[config.mk]
export PLATFORM = sky130hd
export DESIGN_NAME = mem_arbiter
export DESIGN_NICKNAME = d
export VERILOG_FILES = /design/src/rtl/mem_arbiter.sv
export SDC_FILE = /design/constraint.sdc
export NUM_CORES = 1
export LEC_CHECK = 0
export BUFFER_PORTS_ARGS = -buffer_cell sky130_fd_sc_hd__buf_4
export CAP_MARGIN = 20
export CORE_ASPECT_RATIO = 0.5
export CORE_MARGIN = 2
export CORE_UTILIZATION = 42
export CTS_CLUSTER_DIAMETER = 30
export CTS_CLUSTER_SIZE = 24
export DETAILED_ROUTE_END_ITERATION = 8
export PLACE_DENSITY = 0.78
export SETUP_SLACK_MARGIN = 0.3
export SLEW_MARGIN = 15
export SYNTH_ARGS = -nofsm -noshare
export SYNTH_HDL_FRONTEND = slang
export SYNTH_SLANG_ARGS = --single-unit
[constraint.sdc]
create_clock -name clk -period 1.8 [get_ports clk]
set_input_delay 0.27 -clock clk [delete_from_list [all_inputs] [get_ports clk]]
set_output_delay 0.27 -clock clk [all_outputs]
set_load 0.01 [all_outputs]
[src/rtl/mem_arbiter.sv]
// Two-requester arbiter sharing one single-port synchronous memory between fetch and load/store.
// Define ARB_ROUND_ROBIN_EN for round-robin tie-breaking; the default build gives data priority.
module mem_arbiter #(
    parameter int ADDR_W  = 32,
    parameter int DATA_W  = 32,
    parameter int MEM_LAT = 1
) (
    input  logic              clk,
    input  logic              rst,
    input  logic              if_req,
    input  logic [ADDR_W-1:0] if_addr,
    output logic              if_gnt,
    output logic              if_rvalid,
    output logic [DATA_W-1:0] if_rdata,
    input  logic              d_req,
    input  logic              d_we,
    input  logic [ADDR_W-1:0] d_addr,
    input  logic [DATA_W-1:0] d_wdata,
    output logic              d_gnt,
    output logic              d_rvalid,
    output logic [DATA_W-1:0] d_rdata,
    output logic              mem_en,
    output logic              mem_we,
    output logic [ADDR_W-1:0] mem_addr,
    output logic [DATA_W-1:0] mem_wdata,
    input  logic [DATA_W-1:0] mem_rdata,
    output logic              stall
);

    localparam int CNT_W = 4;

    typedef enum logic [1:0] {IDLE, ISSUE, WAIT, RESP} state_t;

    state_t             r_state;
    state_t             w_next;
    logic [CNT_W-1:0]   r_cnt;
    logic               r_owner;
    logic               r_we;
    logic               r_mem_en;
    logic               r_mem_we;
    logic [ADDR_W-1:0]  r_mem_addr;
    logic [DATA_W-1:0]  r_mem_wdata;
    logic [DATA_W-1:0]  r_if_rdata;
    logic [DATA_W-1:0]  r_d_rdata;
    logic               w_idle;
    logic               w_pick_d;
    logic               w_pick_if;
    logic               w_grant;
    logic               w_last_wait;

    // Gating with rst keeps grants and stall low while reset is held.
    assign w_idle = (r_state == IDLE) && rst;

`ifdef ARB_ROUND_ROBIN_EN
    logic r_last_d;

    assign w_pick_d = d_req && (!if_req || !r_last_d);

    always_ff @(posedge clk or negedge rst) begin
        if (!rst) begin
            r_last_d <= 1'b1;
        end else if (w_grant) begin
            r_last_d <= w_pick_d;
        end
    end
`else
    assign w_pick_d = d_req;
`endif

    assign w_pick_if   = if_req && !w_pick_d;
    assign d_gnt       = w_idle && w_pick_d;
    assign if_gnt      = w_idle && w_pick_if;
    assign w_grant     = d_gnt || if_gnt;
    assign w_last_wait = (r_state == WAIT) && (r_cnt == '0);

    always_comb begin
        w_next = r_state;
        case (r_state)
            IDLE:    if (w_grant) w_next = ISSUE;
            ISSUE:   w_next = WAIT;
            WAIT:    if (r_cnt == '0) w_next = RESP;
            RESP:    w_next = IDLE;
            default: w_next = IDLE;
        endcase
    end

    always_ff @(posedge clk or negedge rst) begin
        if (!rst) begin
            r_state <= IDLE;
        end else begin
            r_state <= w_next;
        end
    end

    // mem_en/mem_we are high only in ISSUE; address and data hold until the next grant.
    always_ff @(posedge clk or negedge rst) begin
        if (!rst) begin
            r_cnt       <= '0;
            r_owner     <= 1'b0;
            r_we        <= 1'b0;
            r_mem_en    <= 1'b0;
            r_mem_we    <= 1'b0;
            r_mem_addr  <= '0;
            r_mem_wdata <= '0;
            r_if_rdata  <= '0;
            r_d_rdata   <= '0;
        end else begin
            r_mem_en <= w_grant;
            r_mem_we <= d_gnt && d_we;
            if (w_grant) begin
                r_owner     <= w_pick_d;
                r_we        <= w_pick_d && d_we;
                r_mem_addr  <= w_pick_d ? d_addr : if_addr;
                r_mem_wdata <= w_pick_d ? d_wdata : '0;
            end
            if (r_state == ISSUE) begin
                r_cnt <= CNT_W'(MEM_LAT - 1);
            end else if (r_state == WAIT && r_cnt != '0) begin
                r_cnt <= r_cnt - 1'b1;
            end
            if (w_last_wait) begin
                if (r_owner) begin
                    r_d_rdata <= r_we ? '0 : mem_rdata;
                end else begin
                    r_if_rdata <= mem_rdata;
                end
            end
        end
    end

    assign if_rvalid = (r_state == RESP) && !r_owner;
    assign d_rvalid  = (r_state == RESP) && r_owner;
    assign if_rdata  = r_if_rdata;
    assign d_rdata   = r_d_rdata;
    assign mem_en    = r_mem_en;
    assign mem_we    = r_mem_we;
    assign mem_addr  = r_mem_addr;
    assign mem_wdata = r_mem_wdata;
    assign stall     = rst && ((r_state != IDLE) || if_req || d_req);

endmodule
==> results.yml <==
worst_setup_path:
  slack_of_the_worst_reg_to_reg_path_ns: -0.02
  crit_path_start_kind: "register"
  timing.rr.start: "r_state[0]"
  arrival_time_at_the_worst_endpoint_ns: 2.12
  max_stage_delay_ns: 0.40
  path_cells: "inv_2, ha_4, buf_4, inv_1, a2bb2oi_2, mux2_2"
  worstReg2RegEnd: "r_state[1]"
  cp_data_required_time_ns: 2.10
  timing.critical_path.max_delay_family: "buffers and inverters"
  endpoint_kind: "register"
  crit_path_top_delay_cell: "sky130_fd_sc_hd__dfrtp_1"
  path_max_fanout: 4
  reg2reg_depth: 6
  cp.buffers_inverters: 3
  timing.setup.critical_path_class: "register to register"
synth:
  post_synth_edffs: 0
  yosys_warnings: 0
  post_synth_num_cell_types: 30
  synth_flop_cell: "sky130_fd_sc_hd__dfrtp_1"
  synth_top_cell_by_area: "sky130_fd_sc_hd__dfrtp_1"
  synth.yosys.seq_area_share_pct: 60.2
  main_area_contributors_after_synthesis: "sky130_fd_sc_hd__dfrtp_1 (60%), sky130_fd_sc_hd__mux2_2 (6.7%), sky130_fd_sc_hd__mux2_1 (6.3%), sky130_fd_sc_hd__mux2i_1 (5.6%), sky130_fd_sc_hd__a22o_1 (4.9%)"
  mappedNetlistArea_um2: 5740
  postSynth.asyncResetShare_pct: 100
  postSynthCellCount: 437
  postSynthRegisterBits: 138
  synth_fp_nets: 576
  syn_area_per_cell_um2: 13.1
  netlist.area_leader.share_pct: 60.2
layout:
  finish.cell_count_without_fillers: 946
  footprint_of_the_multi_input_gates_um2: 2570
  postLayoutCellArea_um2: 9880
  layout-drive-gt1-share_pct: 64.2
  layout.area.seq_um2: 3450
  n_antenna_cell: 0
  fill_cells: 865
  area_growth_syn_to_layout_pct: 72.1
  final_nets: 896
route:
  met3WireLength_um: 1020
  drt.antenna.violating_nets: 0
  route.vias.total: 4925
  detail_route.wl_per_cell_um: 20.6
  drt-met1-wl_um: 7780
  top_layer_used: "met4"
  vias_per_cell: 5.21
  drt_drc_violations_left: 0
  iter_0_drt_violations: 294
  finalWirelength_um: 19500
  dr.pass1.iters: 5
  wl_met2_um: 10300
cts:
  cell_chosen_for_the_clock_root: "sky130_fd_sc_hd__clkbuf_16"
  clkTransAtPathRegs_ns: 0.06
  htree_num_levels: 4
  clkLatencyLatePin_ns: 0.42
  clkSinkCount: 138
  cts_tree: "built"
  max-clock-path-buffers: 2
  cts_inserted_buffers: 17
hold_path:
  hold_path_class: "input pin to async pin"
sta:
  fin_ws_ns: -0.0217
  rsz0062_at_grt: "yes"
  worst_clock_skew_ns: 0.00920
  timing.fmax_ghz: 0.549
  finalHoldViolCount: 0
  fin_crit_ns: 1.82
  slew_headroom_pct: 50.6
  slew_worst_pin_ns: 0.742
  setup_viol_count_final: 11
  finalCritPeriodShare_pct: 101
  final_count_of_pins_violating_max_slew: 0
floorplanning:
  floorplan.core_area_um2: 13400
  die-height_um: 86.7
  top_level_i_o_count: 268
  die_width_um: 169
  effective_utilization_at_floorplan_pct: 42.7
  die_area_um2: 14700
  rows: 30
placement:
  io_buffer_count: 267
  globalplace.congestion: 0.831
  placed_cell_area_um2: 7990
  place.detailed.hpwl_um: 10600
  placed_cells: 866
  pre_cts_ws_ns: 0.0330
power_and_ir_drop:
  p_leak_nw: 4.98
  power_density_nw_per_um2: 1820
  totalPowerFinal_mw: 18.0
  max-vdd-ir-drop_v: 0.000733
grt:
  grt_pass1_vias: 4887
  grt_antenna_before_repair: 0
  grt_first_pass_wirelength_um: 25500
  grt_start_max_net_pins: 60
  grt_remaining_overflow: 0
  total_global_route_track_usage_pct: 22.5
run:
  maxCapViolCount: 0
run_status:
  run_status: "finished, violations left"
  violated_checks: "setup timing"
## Yosys cell counts, types with 3 or more instances
cell,n
sky130_fd_sc_hd__a22o_1,32
sky130_fd_sc_hd__o21ai_0,33
sky130_fd_sc_hd__mux2i_1,32
sky130_fd_sc_hd__mux2_2,34
sky130_fd_sc_hd__clkbuf_1,11
sky130_fd_sc_hd__inv_1,8
sky130_fd_sc_hd__ha_1,6
sky130_fd_sc_hd__buf_2,12
sky130_fd_sc_hd__nor2b_1,33
sky130_fd_sc_hd__mux2_1,32
sky130_fd_sc_hd__nand2_1,35
sky130_fd_sc_hd__buf_6,3
sky130_fd_sc_hd__dfrtp_1,138
sky130_fd_sc_hd__nor2_1,6
## worst max-delay path by stage
stage,start,slack (ns),depth (start not counted),endpoint
finish,r_state[0],-0.02,6,r_state[1]
floorplan,r_cnt[0],0.08,7,if_rdata[10]
CTS,r_cnt[0],0.05,8,d_rdata[0]
detailed placement,r_cnt[0],0.03,6,if_rdata[17]
global route,r_cnt[1],-0.09,8,d_rdata[28]
global placement,r_cnt[0],0.10,6,if_rdata[0]
## cell type report
class	count	area share, %
Sequential cell	138	35.0
Timing Repair Buffer	329	29.5
Multi-Input combinational cell	263	26.0
Clock buffer	22	4.80
Tap cell	176	2.23
Clock inverter	10	2.13
Inverter	8	0.304
## stage by stage
stage               hold WS (ns)  TNS [ns]  util, %
floorplan                -0.0256         0        -
global placement           0.118         0     59.5
detailed placement         0.117         0     59.5
CTS                       0.0428         0     68.4
global route              0.0555     -2.71     73.5
finish                    0.0142   -0.0796     73.5
## cells by family after synthesis
logic type / after synthesis / share of synthesized area (%)
DFF: 138 / 60.2
muxes: 98 / 18.5
and+or+nand+nor: 84 / 7.70
AOI/OAI and AO/OA: 75 / 9.14
buffers and inverters: 36 / 3.14
adders and majority gates: 6 / 1.31
## cell usage in the layout, fill, tap and decap left out, types with 3 or more instances in the layout
| cell type | n |
|---|---|
| sky130_fd_sc_hd__buf_4 | 286 |
| sky130_fd_sc_hd__dfrtp_1 | 137 |
| sky130_fd_sc_hd__mux2_4 | 35 |
| sky130_fd_sc_hd__nor2b_1 | 33 |
| sky130_fd_sc_hd__a22o_1 | 32 |
| sky130_fd_sc_hd__mux2i_1 | 32 |
| sky130_fd_sc_hd__mux2_2 | 31 |
| sky130_fd_sc_hd__clkbuf_16 | 24 |
| sky130_fd_sc_hd__nand2_4 | 17 |
| sky130_fd_sc_hd__o21ai_2 | 17 |
| sky130_fd_sc_hd__buf_6 | 16 |
| sky130_fd_sc_hd__o21ai_1 | 12 |
| sky130_fd_sc_hd__nand2_2 | 12 |
| sky130_fd_sc_hd__buf_12 | 11 |
| sky130_fd_sc_hd__nand2_1 | 6 |
| sky130_fd_sc_hd__bufinv_16 | 6 |
| sky130_fd_sc_hd__inv_2 | 5 |
| sky130_fd_sc_hd__nor2_1 | 5 |
| sky130_fd_sc_hd__buf_16 | 5 |
| sky130_fd_sc_hd__inv_1 | 3 |
| sky130_fd_sc_hd__o21ai_0 | 3 |
| sky130_fd_sc_hd__ha_4 | 3 |
| sky130_fd_sc_hd__clkbuf_8 | 3 |
| sky130_fd_sc_hd__buf_8 | 3 |
## routing by layer
metal	vias to the layer above	GRT usage [%]
met5	-	0
met4	0	8.31
met3	31	5.07
met2	195	40.9
met1	2517	26.6
li1	2182	-
## flip-flops by register name, summed over array words and instances (netlist names)
name / flops
if_rdata: 32
mem_wdata: 32
d_rdata: 32
r_we: 1
mem_en: 1
r_state: 2
mem_we: 1
mem_addr: 32
r_cnt: 4
r_owner: 1
## report_power, final
part | switching, mW | total, mW | internal, mW | leakage (nW)
logic | 3.47 | 8.25 | 4.79 | 2.94
registers | 1.05 | 5.65 | 4.60 | 1.71
clock network | 1.37 | 4.09 | 2.72 | 0.331
total | 5.89 | 18.0 | 12.1 | 4.98
## repair_timing
action,in CTS,in global routing
hold buffers,1,0
cloned,5,13
pin swaps,5,45
buffers inserted,19,10
resized for setup,61,125
endpoints found under the setup margin,110,113
endpoints found under the hold margin,21,0
No activity file was read; power rests on OpenSTA's default activity.
